`src/rtl/spi_slave_wide.sv`:
```
// spi_slave_wide: parametrised SPI slave, any CPOL/CPHA, WIDTH-bit words.
// SPI pins are synchronised into clk; tx words arrive over valid/ready.
module spi_slave_wide #(
    parameter int unsigned      WIDTH     = 8,
    parameter bit               CPOL      = 1'b0,
    parameter bit               CPHA      = 1'b0,
    parameter bit               MSB_FIRST = 1'b1,
    parameter logic [WIDTH-1:0] FILL      = '0
) (
    input  logic             clk,
    input  logic             rst,
    input  logic             sclk,
    input  logic             ss,
    input  logic             mosi,
    output logic             miso,
    output logic             miso_oe,
    output logic [WIDTH-1:0] rx_data,
    output logic             rx_valid,
    input  logic [WIDTH-1:0] tx_data,
    input  logic             tx_valid,
    output logic             tx_ready,
    output logic             tx_underrun,
    output logic             busy
);

    localparam int unsigned CW  = $clog2(WIDTH);
    localparam int unsigned OUT = MSB_FIRST ? WIDTH - 1 : 0;

    typedef enum logic {IDLE, SHIFT} state_e;

    function automatic logic [WIDTH-1:0] advance(input logic [WIDTH-1:0] v);
        return MSB_FIRST ? {v[WIDTH-2:0], 1'b0} : {1'b0, v[WIDTH-1:1]};
    endfunction

    logic [2:0]       sclk_q, ss_q;
    logic [1:0]       mosi_q, vld_q;
    logic             armed_q, armed_d;
    state_e           state_q, state_d;
    logic [CW-1:0]    cnt_q, cnt_d;
    logic             done_q, done_d;
    logic [WIDTH-1:0] rx_sr_q, rx_sr_d;
    logic [WIDTH-1:0] rx_data_q, rx_data_d;
    logic             rx_valid_q, rx_valid_d;
    logic [WIDTH-1:0] tx_sr_q, tx_sr_d;
    logic             miso_q, miso_d;
    logic [WIDTH-1:0] hold_q, hold_d;
    logic             full_q, full_d;
    logic             unr_q, unr_d;

    logic             sclk_chg, lead_e, trail_e, sample_e, shift_e;
    logic             ss_rise, ss_fall, last, load;
    logic [WIDTH-1:0] rx_next, load_word;

    assign sclk_chg  = sclk_q[1] ^ sclk_q[2];
    assign lead_e    = sclk_chg && (sclk_q[1] != CPOL);
    assign trail_e   = sclk_chg && (sclk_q[1] == CPOL);
    assign sample_e  = CPHA ? trail_e : lead_e;
    assign shift_e   = CPHA ? lead_e : trail_e;
    assign ss_rise   = ss_q[1] & ~ss_q[2];
    assign ss_fall   = ~ss_q[1] & ss_q[2];
    assign last      = (cnt_q == CW'(WIDTH - 1));
    assign rx_next   = MSB_FIRST ? {rx_sr_q[WIDTH-2:0], mosi_q[1]}
                                 : {mosi_q[1], rx_sr_q[WIDTH-1:1]};
    assign load_word = full_q ? hold_q : FILL;

    // armed blocks a start from an ss level that was already high out of reset
    assign armed_d = armed_q | (vld_q[1] & ~ss_q[1]);

    always_comb begin
        state_d    = state_q;
        cnt_d      = cnt_q;
        done_d     = done_q;
        rx_sr_d    = rx_sr_q;
        rx_data_d  = rx_data_q;
        rx_valid_d = 1'b0;
        tx_sr_d    = tx_sr_q;
        miso_d     = miso_q;
        hold_d     = hold_q;
        full_d     = full_q;
        unr_d      = 1'b0;
        load       = 1'b0;
        unique case (state_q)
            IDLE: begin
                if (ss_rise && armed_q) begin
                    state_d = SHIFT;
                    cnt_d   = '0;
                    done_d  = 1'b0;
                    load    = 1'b1;
                end
            end
            SHIFT: begin
                if (ss_fall) begin
                    state_d = IDLE;
                    cnt_d   = '0;
                    done_d  = 1'b0;
                    miso_d  = 1'b0;
                    rx_sr_d = '0;
                end else begin
                    if (sample_e) begin
                        rx_sr_d = rx_next;
                        cnt_d   = last ? '0 : cnt_q + 1'b1;
                        if (last) begin
                            rx_data_d  = rx_next;
                            rx_valid_d = 1'b1;
                            if (CPHA) load = 1'b1;
                            else done_d = 1'b1;
                        end
                    end
                    if (shift_e) begin
                        if (!CPHA && done_q) begin
                            load   = 1'b1;
                            done_d = 1'b0;
                        end else begin
                            miso_d  = tx_sr_q[OUT];
                            tx_sr_d = advance(tx_sr_q);
                        end
                    end
                end
            end
        endcase
        if (load) begin
            full_d = 1'b0;
            unr_d  = !full_q;
            if (CPHA) begin
                tx_sr_d = load_word;
            end else begin
                miso_d  = load_word[OUT];
                tx_sr_d = advance(load_word);
            end
        end
        // an accept in a load cycle only happens when the holder was empty
        if (tx_valid && !full_q) begin
            hold_d = tx_data;
            full_d = 1'b1;
        end
    end

    always_ff @(posedge clk) begin
        if (!rst) begin
            sclk_q     <= '0;
            ss_q       <= '0;
            mosi_q     <= '0;
            vld_q      <= '0;
            armed_q    <= 1'b0;
            state_q    <= IDLE;
            cnt_q      <= '0;
            done_q     <= 1'b0;
            rx_sr_q    <= '0;
            rx_data_q  <= '0;
            rx_valid_q <= 1'b0;
            tx_sr_q    <= '0;
            miso_q     <= 1'b0;
            hold_q     <= '0;
            full_q     <= 1'b0;
            unr_q      <= 1'b0;
        end else begin
            sclk_q     <= {sclk_q[1:0], sclk};
            ss_q       <= {ss_q[1:0], ss};
            mosi_q     <= {mosi_q[0], mosi};
            vld_q      <= {vld_q[0], 1'b1};
            armed_q    <= armed_d;
            state_q    <= state_d;
            cnt_q      <= cnt_d;
            done_q     <= done_d;
            rx_sr_q    <= rx_sr_d;
            rx_data_q  <= rx_data_d;
            rx_valid_q <= rx_valid_d;
            tx_sr_q    <= tx_sr_d;
            miso_q     <= miso_d;
            hold_q     <= hold_d;
            full_q     <= full_d;
            unr_q      <= unr_d;
        end
    end

    assign miso        = miso_q;
    assign miso_oe     = (state_q == SHIFT);
    assign busy        = (state_q == SHIFT);
    assign rx_data     = rx_data_q;
    assign rx_valid    = rx_valid_q;
    assign tx_ready    = ~full_q;
    assign tx_underrun = unr_q;

endmodule

```
`config.mk`:
```
export PLATFORM = sky130hd
export DESIGN_NAME = spi_slave_wide
export DESIGN_NICKNAME = d
export VERILOG_FILES = /design/src/rtl/spi_slave_wide.sv
export SDC_FILE = /design/constraint.sdc
export NUM_CORES = 1
export LEC_CHECK = 0
export BUFFER_PORTS_ARGS = -buffer_cell sky130_fd_sc_hd__buf_2
export CAP_MARGIN = 5
export CORE_ASPECT_RATIO = 1.1
export CORE_UTILIZATION = 40
export CTS_BUF_LIST = sky130_fd_sc_hd__clkbuf_8
export DETAILED_ROUTE_END_ITERATION = 10
export GPL_ROUTABILITY_DRIVEN = 0
export PLACE_DENSITY = 0.66
export SLEW_MARGIN = 20
export SYNTH_ARGS = -nofsm -noshare
export SYNTH_HDL_FRONTEND = slang
export SYNTH_SLANG_ARGS = --single-unit
```
`constraint.sdc`:
```
create_clock -name clk -period 1.8 [get_ports clk]
set_input_delay 0.36 -clock clk [delete_from_list [all_inputs] [get_ports clk]]
set_output_delay 0.36 -clock clk [all_outputs]
set_load 0.01 [all_outputs]
```
==> flow_metrics.py <==
metrics = {
    "clock_tree": {
        "ctsHtreeMaxLevel": 2,
        "cts.hold.buffers_added": 0,
        "cts_tree": "yes",
        "insertion_delay_ps": 300,
        "cts_made_buffers": 5,
        "cts_buffer_depth": 2,
        "clk_pin_slew_ps": 100,
        "cts_setup_buffers": 0,
        "cts_root_buf": "clkbuf_8",
        "cts_resized": 0,
        "cts.sinks": 50,
    },
    "run_status": {
        "violations": "design-rule violations",
        "status": "finished with violations",
    },
    "power_and_ir_drop": {
        "power_frac_seq_pct": 56.5,
        "combPwrFrac_pct": 5.3,
        "p_sw_mw": 0.4464,
        "clockPowerShare_pct": 38.2,
        "p_per_area_nw_per_um2": 872.1,
        "ir_drop_v": 0.0004481,
        "p_int_mw": 1.599,
        "power_mw": 2.046,
        "p_sw_share_pct": 21.82,
        "leakage_nw": 0.9195,
    },
    "placed_design": {
        "dpl.hpwl_um": 2685,
        "dp_slack_ps": 223.7,
        "portBuffers": 27,
        "dp.cells": 295,
    },
    "detailed_routing": {
        "dr.pass1.iters": 7,
        "viasPerCell": 5.224,
        "drtAntennaViolNets": 0,
        "num_vias": 1583,
        "drc": 2,
        "wire_per_inst_um": 13.05,
        "dr.first_iter.drc_count": 104,
        "routed_wl_um": 3954,
    },
    "logic_synthesis": {
        "synthTopCellsByArea": "dfxtp_1 49%, nand2_1 5.1%, a21boi_0 4.0%",
        "ys_types": 41,
        "postSynthNetCount": 232,
        "syn_inst": 216,
        "synth_area_leader_cell": "dfxtp_1",
        "ys_seq_area_share_pct": 48.69,
        "ys_warn_count": 0,
        "yosys.area.top_type_share_pct": 48.69,
        "syn_avg_cell_area_um2": 9.517,
        "synth_seq_cells": 50,
        "netlist_area_um2": 2056,
    },
    "grt": {
        "antenna_found_initial": 0,
        "track_usage_pct": 15.33,
        "grt_remaining_overflow": 0,
        "grt_max_degree": 27,
        "grt_pass1_vias": 1404,
        "grt_pass1_wl_um": 6582,
    },
    "timing": {
        "rsz0062_at_grt": "false",
        "min_period_ps": 1643,
        "max_freq_mhz": 608.6,
        "clock_skew_ps": 9.839,
        "slew_headroom_pct": 65.27,
        "fin_crit_sh_pct": 91.29,
        "setup_viol_count_final": 0,
        "worst_pin_slew_ps": 518.7,
        "fin_ws_ps": 156.8,
        "final-hold-violation-count": 0,
        "whs_ps": 254.0,
        "slew_violations": 0,
        "setup_tns_ps": 0,
    },
    "floorplanning": {
        "initial_core_util_pct": 41.40,
        "chipWidth_um": 70.35,
        "die_h_um": 77.19,
        "pin_count": 28,
        "dieArea_um2": 5430,
        "core_um2": 4966,
        "rows": 27,
    },
    "final_layout": {
        "n_fill_cell": 468,
        "drive_gt1_share_pct": 20.41,
        "layout.nets": 260,
        "layout_common_cells": "50 x dfxtp_1, 28 x nand2_1, 27 x buf_2",
        "layout_commonest_cell": "dfxtp_1",
        "areaGrowthSynthToFinish_pct": 14.12,
        "n_antenna_cell": 0,
        "fin_cells": 303,
    },
    "worst_setup_path": {
        "crit_arrival_ps": 1850,
        "cp-start-kind": "flip-flop",
        "crit_fanout": 7,
        "end_kind": "flip-flop",
        "required_ps": 2000,
        "critPathKind": "reg -> reg",
    },
    "hold_path": {
        "hold_class": "in -> reg",
    },
    "job": {
        "max_cap_viol_count": 0,
    },
}
==> flip-flops by register name (all words and copies together) (netlist names), 3 cells and up <==
signal,flops
ss_q,3
rx_sr_q,7
rx_data,8
cnt_q,3
sclk_q,3
tx_sr_q,7
hold_q,8
==> Yosys cell counts <==
cell,count
dfxtp_1,50
nand2_1,28
nor2b_1,13
nor3_1,12
a21boi_0,11
and2_1,11
nand3_1,11
a21boi_1,8
o21ai_0,8
a22oi_1,7
clkbuf_1,7
a211oi_1,6
nand4_1,4
a21oi_1,3
and3_1,3
buf_2,3
inv_1,3
buf_6,2
clkbuf_8,2
ha_1,2
nand4bb_1,2
a22o_1,1
a32oi_1,1
a41o_1,1
a41oi_4,1
and2b_2,1
and3b_1,1
and4bb_1,1
buf_4,1
mux2i_1,1
nand2b_4,1
nor2_1,1
nor2_2,1
o2111ai_1,1
o211ai_1,1
o21a_1,1
o21ai_2,1
o221a_1,1
o31ai_1,1
o32ai_1,1
or2b_2,1
==> critical path, cell delays in order, from the launching register on <==
cell and delay, ps:
dfxtp_1 370, or2b_2 330, o211ai_1 460, o32ai_1 200, and2_1 190
==> routing by layer <==
metal  wire length (µm)  GRT usage, %  part of all wire [%]  up-vias
met5                  0             0                     0        -
met4                 36         7.400                  0.91        0
met3                138         4.074                   3.5        4
met2               1782         22.57                    45       36
met1               1997         20.61                    51      725
li1                   -             -                     -      818
==> cell type report <==
cell class	count	area, µm²	area share (%)
flip-flops and latches	50	1001	42.67
multi-input cells	148	944.7	40.27
repair buffers	36	202.7	8.640
well taps	58	72.57	3.093
clock buffers	5	68.82	2.933
clock inverters	3	45.04	1.920
inverters	3	11.26	0.4800
==> cell families (layout without fill, tap and decap cells) <==
kind of cell	count (synthesis)	in the layout	synth area share, %
AND/OR/NAND/NOR	91	91	24.28
AO/OA/AOI/OAI	54	54	19.96
flip-flops	50	50	48.69
buffers and inverters	18	47	5.356
adder cells (fa/ha/maj)	2	2	1.217
multiplexers	1	1	0.4869
==> power by group through the flow <==
| stage | sequential [mW] | combinational, mW | clock [mW] |
|---|---|---|---|
| floorplan | 1.17 | 0.0822 | 0 |
| global placement | 1.18 | 0.108 | 0 |
| detailed placement | 1.18 | 0.110 | 0 |
| CTS | 1.16 | 0.110 | 0.805 |
| global route | 1.16 | 0.122 | 0.858 |
| finish | 1.16 | 0.109 | 0.781 |
==> worst paths after layout <==
kind	endpoint	from	depth (start not counted)	slack, ps
max reg2reg	tx_sr_q[1]	sclk_q[2]	4	160
min reg2reg	ss_q[1]	ss_q[0]	1	440
max	tx_sr_q[1]	sclk_q[2]	4	160
min	mosi_q[0]	mosi	2	250
==> stage by stage <==
| stage | util (%) | area (µm²) |
|---|---|---|
| 6_report | 47.24 | 2346 |
| 4_1_cts | 47.24 | 2346 |
| 2_1_floorplan | - | 2056 |
| 3_5_place_dp | 44.95 | 2232 |
| 5_1_grt | 47.24 | 2346 |
| 3_3_place_gp | 44.95 | 2232 |
Note: power is estimated with default switching activity, not from simulation.
